===== src/rtl/fractal_sync_pkg.sv =====
// Shared types and defaults for the fractal_sync compute-unit driver.
package fractal_sync_pkg;

    localparam int unsigned DEF_N_CU           = 2;
    localparam int unsigned DEF_AGGR_WIDTH     = 6;
    localparam int unsigned DEF_ID_WIDTH       = 5;
    localparam int unsigned DEF_CNT_WIDTH      = 16;
    localparam int unsigned DEF_TIMEOUT_CYCLES = 1024;

    typedef enum logic [2:0] {
        IDLE,
        COMPUTE,
        REQ,
        WAIT,
        DONE,
        ERR
    } chan_state_e;

    typedef struct packed {
        logic                      sync;
        logic [DEF_AGGR_WIDTH-1:0] aggr;
        logic [DEF_ID_WIDTH-1:0]   id;
    } fsync_req_default_t;

    typedef struct packed {
        logic wake;
        logic error;
    } fsync_rsp_default_t;

endpackage


===== src/rtl/fractal_sync_cu_driver_if.sv =====
// Request/response link between the compute-unit driver and the fractal_sync tree.
interface fractal_sync_cu_driver_if #(
    parameter int unsigned N_CU = fractal_sync_pkg::DEF_N_CU,
    parameter type fsync_req_t = fractal_sync_pkg::fsync_req_default_t,
    parameter type fsync_rsp_t = fractal_sync_pkg::fsync_rsp_default_t
) ();

    fsync_req_t req_o [N_CU];
    fsync_rsp_t rsp_i [N_CU];

    modport master (output req_o, input rsp_i);
    modport slave  (input req_o, output rsp_i);

endinterface


===== src/rtl/fractal_sync_cu_chan.sv =====
// One compute-unit channel: compute countdown, barrier request, wait for wake.
// Define FSYNC_DRV_TIMEOUT_EN to abort a WAIT after TIMEOUT_CYCLES cycles.
module fractal_sync_cu_chan
    import fractal_sync_pkg::*;
#(
    parameter int unsigned AGGR_WIDTH     = DEF_AGGR_WIDTH,
    parameter int unsigned ID_WIDTH       = DEF_ID_WIDTH,
    parameter int unsigned CNT_WIDTH      = DEF_CNT_WIDTH,
    parameter int unsigned TIMEOUT_CYCLES = DEF_TIMEOUT_CYCLES
) (
    input  logic                  clk_i,
    input  logic                  rst_ni,
    input  logic                  start_i,
    input  logic [CNT_WIDTH-1:0]  comp_cycles_i,
    input  logic [AGGR_WIDTH-1:0] aggr_i,
    input  logic [ID_WIDTH-1:0]   id_i,
    input  logic                  wake_i,
    input  logic                  err_i,
    output logic                  sync_o,
    output logic [AGGR_WIDTH-1:0] aggr_o,
    output logic [ID_WIDTH-1:0]   id_o,
    output logic                  busy_o,
    output logic                  done_o,
    output logic                  error_o,
    output logic [CNT_WIDTH-1:0]  sync_cnt_o
);

    chan_state_e           state_q, state_d;
    logic [CNT_WIDTH-1:0]  cnt_q, cnt_d;
    logic [CNT_WIDTH-1:0]  sync_cnt_q, sync_cnt_d;
    logic [AGGR_WIDTH-1:0] aggr_q, aggr_d;
    logic [ID_WIDTH-1:0]   id_q, id_d;
    logic                  tmo_hit;

`ifdef FSYNC_DRV_TIMEOUT_EN
    localparam int unsigned TMO_W = $clog2(TIMEOUT_CYCLES + 1);
    logic [TMO_W-1:0] tmo_q, tmo_d;
    assign tmo_hit = (tmo_q == TMO_W'(TIMEOUT_CYCLES - 1));
`else
    assign tmo_hit = 1'b0;
`endif

    assign sync_cnt_o = sync_cnt_q;

    always_comb begin
        state_d    = state_q;
        cnt_d      = cnt_q;
        sync_cnt_d = sync_cnt_q;
        aggr_d     = aggr_q;
        id_d       = id_q;
`ifdef FSYNC_DRV_TIMEOUT_EN
        tmo_d      = tmo_q;
`endif
        sync_o  = 1'b0;
        aggr_o  = '0;
        id_o    = '0;
        busy_o  = 1'b0;
        done_o  = 1'b0;
        error_o = 1'b0;
        unique case (state_q)
            IDLE: begin
                if (start_i) begin
                    state_d = COMPUTE;
                    cnt_d   = comp_cycles_i;
                    aggr_d  = aggr_i;
                    id_d    = id_i;
                end
            end
            COMPUTE: begin
                busy_o = 1'b1;
                // Leave when the decrement would reach zero, so N yields N COMPUTE cycles (0 yields one).
                if (cnt_q <= CNT_WIDTH'(1)) state_d = REQ;
                else                        cnt_d   = cnt_q - CNT_WIDTH'(1);
            end
            REQ: begin
                busy_o  = 1'b1;
                sync_o  = 1'b1;
                aggr_o  = aggr_q;
                id_o    = id_q;
                state_d = WAIT;
`ifdef FSYNC_DRV_TIMEOUT_EN
                tmo_d   = '0;
`endif
            end
            WAIT: begin
                busy_o = 1'b1;
                aggr_o = aggr_q;
                id_o   = id_q;
`ifdef FSYNC_DRV_TIMEOUT_EN
                tmo_d  = tmo_q + TMO_W'(1);
`endif
                if (err_i) begin
                    state_d = ERR;
                end else if (wake_i) begin
                    state_d    = DONE;
                    sync_cnt_d = sync_cnt_q + CNT_WIDTH'(1);
                end else if (tmo_hit) begin
                    state_d = ERR;
                end
            end
            DONE: begin
                done_o  = 1'b1;
                state_d = IDLE;
            end
            ERR: begin
                error_o = 1'b1;
                state_d = IDLE;
            end
            default: state_d = IDLE;
        endcase
    end

    always_ff @(posedge clk_i or negedge rst_ni) begin
        if (!rst_ni) begin
            state_q    <= IDLE;
            cnt_q      <= '0;
            sync_cnt_q <= '0;
            aggr_q     <= '0;
            id_q       <= '0;
`ifdef FSYNC_DRV_TIMEOUT_EN
            tmo_q      <= '0;
`endif
        end else begin
            state_q    <= state_d;
            cnt_q      <= cnt_d;
            sync_cnt_q <= sync_cnt_d;
            aggr_q     <= aggr_d;
            id_q       <= id_d;
`ifdef FSYNC_DRV_TIMEOUT_EN
            tmo_q      <= tmo_d;
`endif
        end
    end

endmodule


===== src/rtl/fractal_sync_cu_driver.sv =====
// N_CU independent compute-unit channels driving barrier requests into the fractal_sync tree.
// Optional WAIT timeout is enabled by defining FSYNC_DRV_TIMEOUT_EN.
module fractal_sync_cu_driver
    import fractal_sync_pkg::*;
#(
    parameter int unsigned N_CU           = DEF_N_CU,
    parameter int unsigned AGGR_WIDTH     = DEF_AGGR_WIDTH,
    parameter int unsigned ID_WIDTH       = DEF_ID_WIDTH,
    parameter int unsigned CNT_WIDTH      = DEF_CNT_WIDTH,
    parameter int unsigned TIMEOUT_CYCLES = DEF_TIMEOUT_CYCLES,
    parameter type fsync_req_t = fractal_sync_pkg::fsync_req_default_t,
    parameter type fsync_rsp_t = fractal_sync_pkg::fsync_rsp_default_t
) (
    input  logic                                 clk_i,
    input  logic                                 rst_ni,
    input  logic [N_CU-1:0]                      start_i,
    input  logic [N_CU-1:0][CNT_WIDTH-1:0]       comp_cycles_i,
    input  logic [N_CU-1:0][AGGR_WIDTH-1:0]      aggr_i,
    input  logic [N_CU-1:0][ID_WIDTH-1:0]        id_i,
    fractal_sync_cu_driver_if.master             tree,
    output logic [N_CU-1:0]                      busy_o,
    output logic [N_CU-1:0]                      done_o,
    output logic [N_CU-1:0]                      error_o,
    output logic [N_CU-1:0][CNT_WIDTH-1:0]       sync_cnt_o
);

    for (genvar g = 0; g < N_CU; g++) begin : gen_chan
        logic                  sync;
        logic [AGGR_WIDTH-1:0] aggr;
        logic [ID_WIDTH-1:0]   id;
        fsync_req_t            req_s;
        fsync_rsp_t            rsp_s;

        assign rsp_s = tree.rsp_i[g];

        fractal_sync_cu_chan #(
            .AGGR_WIDTH     (AGGR_WIDTH),
            .ID_WIDTH       (ID_WIDTH),
            .CNT_WIDTH      (CNT_WIDTH),
            .TIMEOUT_CYCLES (TIMEOUT_CYCLES)
        ) u_chan (
            .clk_i         (clk_i),
            .rst_ni        (rst_ni),
            .start_i       (start_i[g]),
            .comp_cycles_i (comp_cycles_i[g]),
            .aggr_i        (aggr_i[g]),
            .id_i          (id_i[g]),
            .wake_i        (rsp_s.wake),
            .err_i         (rsp_s.error),
            .sync_o        (sync),
            .aggr_o        (aggr),
            .id_o          (id),
            .busy_o        (busy_o[g]),
            .done_o        (done_o[g]),
            .error_o       (error_o[g]),
            .sync_cnt_o    (sync_cnt_o[g])
        );

        always_comb begin
            req_s      = '0;
            req_s.sync = sync;
            req_s.aggr = aggr;
            req_s.id   = id;
        end

        assign tree.req_o[g] = req_s;
    end

endmodule


===== src/flat_wrapper.sv =====
// flat-port wrapper written by rule: the top's interface ports become plain ports
module fractal_sync_cu_driver_flat import fractal_sync_pkg::*;
#(
    parameter int unsigned N_CU           = DEF_N_CU,
    parameter int unsigned AGGR_WIDTH     = DEF_AGGR_WIDTH,
    parameter int unsigned ID_WIDTH       = DEF_ID_WIDTH,
    parameter int unsigned CNT_WIDTH      = DEF_CNT_WIDTH,
    parameter int unsigned TIMEOUT_CYCLES = DEF_TIMEOUT_CYCLES,
    parameter type fsync_req_t = fractal_sync_pkg::fsync_req_default_t,
    parameter type fsync_rsp_t = fractal_sync_pkg::fsync_rsp_default_t
)
  (clk_i, rst_ni, start_i, comp_cycles_i, aggr_i, id_i, busy_o, done_o, error_o, sync_cnt_o, tree_req_o, tree_rsp_i);
  fractal_sync_cu_driver_if #(.N_CU(N_CU), .fsync_req_t(fsync_req_t), .fsync_rsp_t(fsync_rsp_t)) tree_i ();
  input  logic clk_i;
  input  logic rst_ni;
  input  logic [N_CU-1:0] start_i;
  input  logic [N_CU-1:0][CNT_WIDTH-1:0] comp_cycles_i;
  input  logic [N_CU-1:0][AGGR_WIDTH-1:0] aggr_i;
  input  logic [N_CU-1:0][ID_WIDTH-1:0] id_i;
  output logic [N_CU-1:0] busy_o;
  output logic [N_CU-1:0] done_o;
  output logic [N_CU-1:0] error_o;
  output logic [N_CU-1:0][CNT_WIDTH-1:0] sync_cnt_o;
  output wire logic [$bits(tree_i.req_o)-1:0] tree_req_o;
  input wire logic [$bits(tree_i.rsp_i)-1:0] tree_rsp_i;
  assign tree_req_o = {>>{tree_i.req_o}};
  assign tree_i.rsp_i = {>>{tree_rsp_i}};
  fractal_sync_cu_driver #(.N_CU(N_CU), .AGGR_WIDTH(AGGR_WIDTH), .ID_WIDTH(ID_WIDTH), .CNT_WIDTH(CNT_WIDTH), .TIMEOUT_CYCLES(TIMEOUT_CYCLES), .fsync_req_t(fsync_req_t), .fsync_rsp_t(fsync_rsp_t)) u_core (.clk_i(clk_i), .rst_ni(rst_ni), .start_i(start_i), .comp_cycles_i(comp_cycles_i), .aggr_i(aggr_i), .id_i(id_i), .tree(tree_i), .busy_o(busy_o), .done_o(done_o), .error_o(error_o), .sync_cnt_o(sync_cnt_o));
endmodule

===== config.mk =====
export PLATFORM = sky130hd
export DESIGN_NAME = fractal_sync_cu_driver_flat
export DESIGN_NICKNAME = d
export VERILOG_FILES = /design/src/rtl/fractal_sync_pkg.sv /design/src/rtl/fractal_sync_cu_driver_if.sv /design/src/rtl/fractal_sync_cu_chan.sv /design/src/rtl/fractal_sync_cu_driver.sv /design/src/flat_wrapper.sv
export SDC_FILE = /design/constraint.sdc
export NUM_CORES = 1
export LEC_CHECK = 0
export CAP_MARGIN = 25
export CORE_UTILIZATION = 53
export CTS_CLUSTER_SIZE = 12
export DETAILED_ROUTE_END_ITERATION = 8
export PLACE_DENSITY = 0.85
export SYNTH_ARGS = -nofsm -noshare
export SYNTH_HDL_FRONTEND = slang
export SYNTH_SLANG_ARGS = --single-unit

===== constraint.sdc =====
create_clock -name clk_i -period 3.6 [get_ports clk_i]
set_input_delay 1.08 -clock clk_i [delete_from_list [all_inputs] [get_ports clk_i]]
set_output_delay 1.08 -clock clk_i [all_outputs]
set_load 0.02 [all_outputs]

==> results.toml, run 1 <==
[status]
status = "finished, violations left"
violations = "DRC"

[floorplanning]
rows = 34
die_y_microns = 97.8
ioPinCount = 124
initial_core_util = 0.552
core_region_area_sq_um = 8810
die_area_sq_um = 9560
die_x_microns = 97.8

[cells_and_area]
fin_cells = 740
syn2layout_area_growth_pct = 31.4
multi_input_area_sq_um = 2370
area.sequential_sq_um = 2300
drive_above_1_share = 0.0759
n_fill_cell = 646
final_area_sq_um = 6390
nets = 695
n_antenna_cell = 0
final_util = 0.725

[clocking]
postCtsSetupBuffers = 0
clockRootBuffer = "clkbuf_8"
htree_levels = 3
insertion_delay_ps = 350
cts_resized = 0
clockBufferDepth = 2
cts_sinks = 92
hold_buffers = 0
cts-buffers-inserted = 9
clkTransAtPathRegs_ps = 90
cts_tree = "done"

[worst_setup_path]
r2r_end = "u_core.gen_chan[1].u_chan.sync_cnt_o[12]"
path_delay_family = "buffers and inverters"
arrival_ps = 2300
timing.reg2reg.setup_slack_ps = 1220
worstPathCellList = "nor2b_1, buf_4, and2_1, clkdlybuf4s50_1"
start_kind = "flip-flop"
cp_max_fo = 11
max_stage_delay_ps = 610
end_kind = "output pin"
r2r_start = "u_core.gen_chan[1].u_chan.state_q[1]"
required_ps = 2520
crit_cells = 4
cp.buffers_inverters = 2
ff2ff_path_depth = 6
slowest_stage = "clkdlybuf4s50_1"
path_class = "flip-flop to output pin"

[routing]
dr.pass1.iters = 7
wl_per_cell_microns = 15.8
drc = 20
wirelength_mm = 11.7
drt_iter0_drc = 201
antenna_left = 0
vias = 4319
via_per_inst = 5.84

[sta]
fin_crit_sh = 0.940
worst_slack_ps = 216
setup_violations = 0
rsz0062_at_grt = "false"
max_freq_ghz = 0.296
setup_tns_ps = 0
timing.final.crit_period_ps = 3380
drv_slew = 0
hold_violations = 0
holdWs_ps = 467
skew_ps = 14.9
worstMarginPinSlew_ps = 793
relSlewSlack = 0.470

[yosys]
async_reset_ff_frac = 1.00
synthDistinctLibCells = 60
syn_inst = 519
yosysTopAreaCell = "dfrtp_1"
syn-num-nets = 587
synth-main-ff-cell = "dfrtp_1"
netlist_area_sq_um = 4860
avgSynthCellArea_sq_um = 9.37
synth_top_area_frac = 0.473
yosys_warnings = 0
synth_enable_flop_cells = 0
synth_most_common_cell = "nand2_1"
ys_ff_latch = 92
synth_area_leaders = "dfrtp_1 47%, nand2_1 7.6%, xnor2_1 4.3%"
yosysSeqAreaShare = 0.473
synthTopCellsByCount = "98 x nand2_1, 92 x dfrtp_1, 28 x and2_1, 26 x nor2_1, 25 x clkbuf_1"

[global_route]
grt_usage = 0.254
grt_pass1_wl_mm = 19.9
grt_pass1_vias = 4239
grt_max_degree = 50
antenna_found_initial = 0
overflow = 0

[place]
gp_congestion = 0.873
detailed_place.area_sq_um = 6160
dp_slack_ps = 596
dp_hpwl_mm = 8.49
port_buffers = 123
place_inst = 724

[power_and_ir_drop]
power_density_nw_per_um2 = 464
power_mw = 2.96
combPwrFrac = 0.219
peakVddDrop_mv = 0.283
switching_power_mw = 0.948
sw_frac_of_total = 0.320
p_int_mw = 2.02
power.share.sequential = 0.512
leakagePower_nw = 2.72
clkPwrFrac = 0.270

[worst_hold_path]
holdCritPathClass = "flip-flop to flip-flop"
hold-path-endpoint = "u_core.gen_chan[0].u_chan.sync_cnt_o[15]"
worstHoldPathCells = 1
min-delay-start = "u_core.gen_chan[0].u_chan.sync_cnt_o[15]"

[job]
cap_violations = 0
-- registers in the layout, summed over array words and instances, names as in the netlist --
| signal | flops |
|---|---|
| u_core.gen_chan.u_chan.cnt_q | 32 |
| u_core.gen_chan.u_chan.sync_cnt_o | 32 |
| u_core.gen_chan.u_chan.aggr_q | 12 |
| u_core.gen_chan.u_chan.id_q | 10 |
| u_core.gen_chan.u_chan.state_q | 6 |
-- cell families (layout without fill, tap and decap cells) --
group                      Yosys count  in the layout  share of synthesized area
and+or+nand+nor                    260            260                      0.282
xor gates and xnor gates            30             30                     0.0540
buffers and inverters               42            155                     0.0404
DFF                                 92             92                      0.473
AOI/OAI and AO/OA                   86             86                      0.127
muxes                                3              3                    0.00695
adders and majority gates            6              6                     0.0154
-- how the worst max path moves through the flow --
stage                                               end  slack [ps]                            startpoint
4_1_cts                                   tree_req_o[1]         190  u_core.gen_chan[1].u_chan.state_q[1]
6_report                                  tree_req_o[8]         220  u_core.gen_chan[1].u_chan.state_q[1]
3_5_place_dp   u_core.gen_chan[0].u_chan.sync_cnt_o[13]         600                         tree_rsp_i[3]
3_3_place_gp                              tree_req_o[1]         610  u_core.gen_chan[1].u_chan.state_q[1]
2_1_floorplan                             tree_req_o[0]        1260  u_core.gen_chan[1].u_chan.state_q[1]
5_1_grt                                  tree_req_o[19]          80  u_core.gen_chan[0].u_chan.state_q[1]
-- layout by cell type, fill, tap and decap left out, types with 5 or more instances in the layout --
cell / n
nand3_1: 20
nand3b_1: 5
a22oi_1: 8
and3_1: 11
xnor2_1: 24
nor2b_1: 5
nor4_1: 8
dfrtp_1: 92
nor3_1: 13
nand4_1: 10
or4_1: 7
o21ai_0: 16
nand2_1: 98
clkdlybuf4s50_1: 122
o211ai_1: 5
clkbuf_8: 10
nor2_1: 26
or3_1: 5
buf_4: 12
and2_1: 28
ha_1: 6
a21oi_1: 14
xor2_1: 6
o311a_1: 5
-- layer usage --
layer / part of all wire / vias up / global-route usage
li1: - / 2052 / -
met4: 0.0073 / 0 / 0.0548
met5: 0 / - / 0
met2: 0.47 / 182 / 0.421
met3: 0.076 / 8 / 0.0565
met1: 0.45 / 2077 / 0.343
-- area by class of cell --
cell class | count | area share
Clock buffer | 10 | 0.0215
Clock inverter | 6 | 0.0149
Inverter | 4 | 0.00235
Multi-Input combinational cell | 385 | 0.371
Sequential cell | 92 | 0.360
Tap cell | 108 | 0.0212
Timing Repair Buffer | 135 | 0.208
-- power groups by stage --
stage | sequential [mW] | clock [mW] | combinational, mW
floorplan | 1.45 | 0 | 0.475
global placement | 1.51 | 0 | 0.614
detailed placement | 1.52 | 0 | 0.648
CTS | 1.51 | 0.810 | 0.648
global route | 1.55 | 0.862 | 0.737
finish | 1.52 | 0.799 | 0.648
(Power assumes the default switching activity.)
==> run 2, diff against run 1 <==
--- a/config.mk
+++ b/config.mk
@@ -6,6 +6,7 @@
 export NUM_CORES = 1
 export LEC_CHECK = 0
 export CAP_MARGIN = 25
+export CORE_MARGIN = 5
 export CORE_UTILIZATION = 53
 export CTS_CLUSTER_SIZE = 12
 export DETAILED_ROUTE_END_ITERATION = 8
==> results.toml, run 2 (synthesis results as in run 1) <==
[place]
port_buffers = 123
detailed_place.area_sq_um = 6120
dp_hpwl_mm = 8.98
dp_slack_ps = 523
gp_congestion = 0.861

[routing]
wirelength_mm = 12.3
vias = 4285
via_per_inst = 5.78
drt_iter0_drc = 155
antenna_left = 0
drc = 0
wl_per_cell_microns = 16.6
dr.pass1.iters = 5

[worst_setup_path]
required_ps = 2520
path_class = "flip-flop to output pin"
worstPathCellList = "nor2b_1, and2_1, clkdlybuf4s50_1"
cp_max_fo = 11
max_stage_delay_ps = 610
slowest_stage = "clkdlybuf4s50_1"
cp.buffers_inverters = 1
arrival_ps = 2260
path_delay_family = "simple AND/OR/NAND/NOR gates"
start_kind = "flip-flop"
end_kind = "output pin"

[power_and_ir_drop]
p_int_mw = 1.94
sw_frac_of_total = 0.337
power_density_nw_per_um2 = 460
peakVddDrop_mv = 0.342
leakagePower_nw = 2.70
switching_power_mw = 0.988
power.share.sequential = 0.519
clkPwrFrac = 0.255
combPwrFrac = 0.226

[clocking]
cts_tree = "done"
cts_resized = 0
clkTransAtPathRegs_ps = 110
clockBufferDepth = 2
clockRootBuffer = "clkbuf_8"
hold_buffers = 0
cts-buffers-inserted = 9
postCtsSetupBuffers = 0
cts_sinks = 92
insertion_delay_ps = 360
htree_levels = 3

[cells_and_area]
n_antenna_cell = 0
syn2layout_area_growth_pct = 31.0
final_cell_mix = "122 x clkdlybuf4s50_1, 98 x nand2_1, 92 x dfrtp_1"
drive_above_1_share = 0.0746
final_area_sq_um = 6370
nets = 693
final_util = 0.699
layout_commonest_cell = "clkdlybuf4s50_1"

[global_route]
grt_max_degree = 84
grt_pass1_vias = 4295
grt_usage = 0.226
overflow = 0
antenna_found_initial = 0
grt_pass1_wl_mm = 21.0

[sta]
rsz0062_at_grt = "false"
setup_violations = 0
worst_slack_ps = 261
hold_violations = 0
fin_crit_sh = 0.928
setup_tns_ps = 0
max_freq_ghz = 0.299
holdWs_ps = 477
relSlewSlack = 0.371
skew_ps = 12.8
drv_slew = 0
worstMarginPinSlew_ps = 937
timing.final.crit_period_ps = 3340

[floorplanning]
ioPinCount = 124
rows = 35
die_x_microns = 106
initial_core_util = 0.534
core_region_area_sq_um = 9110
die_y_microns = 106
die_area_sq_um = 11200

[job]
cap_violations = 0

[status]
status = "finished, final reports clean"

[worst_hold_path]
holdCritPathClass = "flip-flop to flip-flop"
## run 2: changes by cell type in the layout (fill, tap and decap cells not counted), moves of 2 or more
cell        change
buf_4           -2
clkinv_4        -3
inv_8           +2
clkinvlp_4      +2
## run 2: power by group through the flow
stage          Combinational [mW]  Sequential (mW)  Clock [mW]
2_1_floorplan               0.475             1.45           0
3_3_place_gp                0.614             1.52           0
3_5_place_dp                0.655             1.53           0
4_1_cts                     0.660             1.51       0.763
5_1_grt                     0.749             1.56       0.811
6_report                    0.661             1.52       0.748
## run 2: layer usage
metal | routed length [microns] | up-vias | track usage
met4 | 135 | 0 | 0.0537
met2 | 5880 | 164 | 0.381
li1 | - | 2046 | -
met1 | 5300 | 2064 | 0.295
met3 | 952 | 11 | 0.0539
met5 | 0 | - | 0
## run 2: worst register-to-register path, delay by kind of cell (launching register included)
kind            cells  cell delay [ps]
compound gates      2              960
simple gates        3             1270
flops               1              430
## run 2: metrics by stage
step,total power [mW],instances
detailed placement,2.19,724
finish,2.93,741
floorplan,1.93,519
global route,3.12,741
CTS,2.94,740
global placement,2.13,724
## run 2: area by class of cell
class                   count  area [sq um]
repair buffers            133          1320
well taps                 111           139
inverters                   4          15.0
multi-input cells         385          2370
clock inverters             7          92.6
fillers                   702          2740
clock buffers               9           124
flip-flops and latches     92          2300
## run 2: worst paths after layout
kind,start,end,slack [ps],cells after the start
worst max-delay path,u_core.gen_chan[0].u_chan.state_q[1],tree_req_o[18],260,3
worst min-delay path,u_core.gen_chan[0].u_chan.sync_cnt_o[15],u_core.gen_chan[0].u_chan.sync_cnt_o[15],480,1
worst max register to register,u_core.gen_chan[0].u_chan.cnt_q[6],u_core.gen_chan[0].u_chan.cnt_q[12],820,5
worst min register to register,u_core.gen_chan[0].u_chan.sync_cnt_o[15],u_core.gen_chan[0].u_chan.sync_cnt_o[15],480,1
max in group asynchronous,rst_ni,u_core.gen_chan[0].u_chan.sync_cnt_o[5],2330,3
min in group asynchronous,rst_ni,u_core.gen_chan[1].u_chan.cnt_q[10],530,1
==> run 3, diff against run 2 <==
--- a/config.mk
+++ b/config.mk
@@ -8,9 +8,11 @@
 export CAP_MARGIN = 25
 export CORE_MARGIN = 5
 export CORE_UTILIZATION = 53
+export CTS_CLUSTER_DIAMETER = 80
 export CTS_CLUSTER_SIZE = 12
 export DETAILED_ROUTE_END_ITERATION = 8
 export PLACE_DENSITY = 0.85
+export SKIP_CTS_REPAIR_TIMING = 1
 export SYNTH_ARGS = -nofsm -noshare
 export SYNTH_HDL_FRONTEND = slang
 export SYNTH_SLANG_ARGS = --single-unit
==> results of run 3 <==
Same layout as run 2: the final DEF is identical, and so are final timing and power.
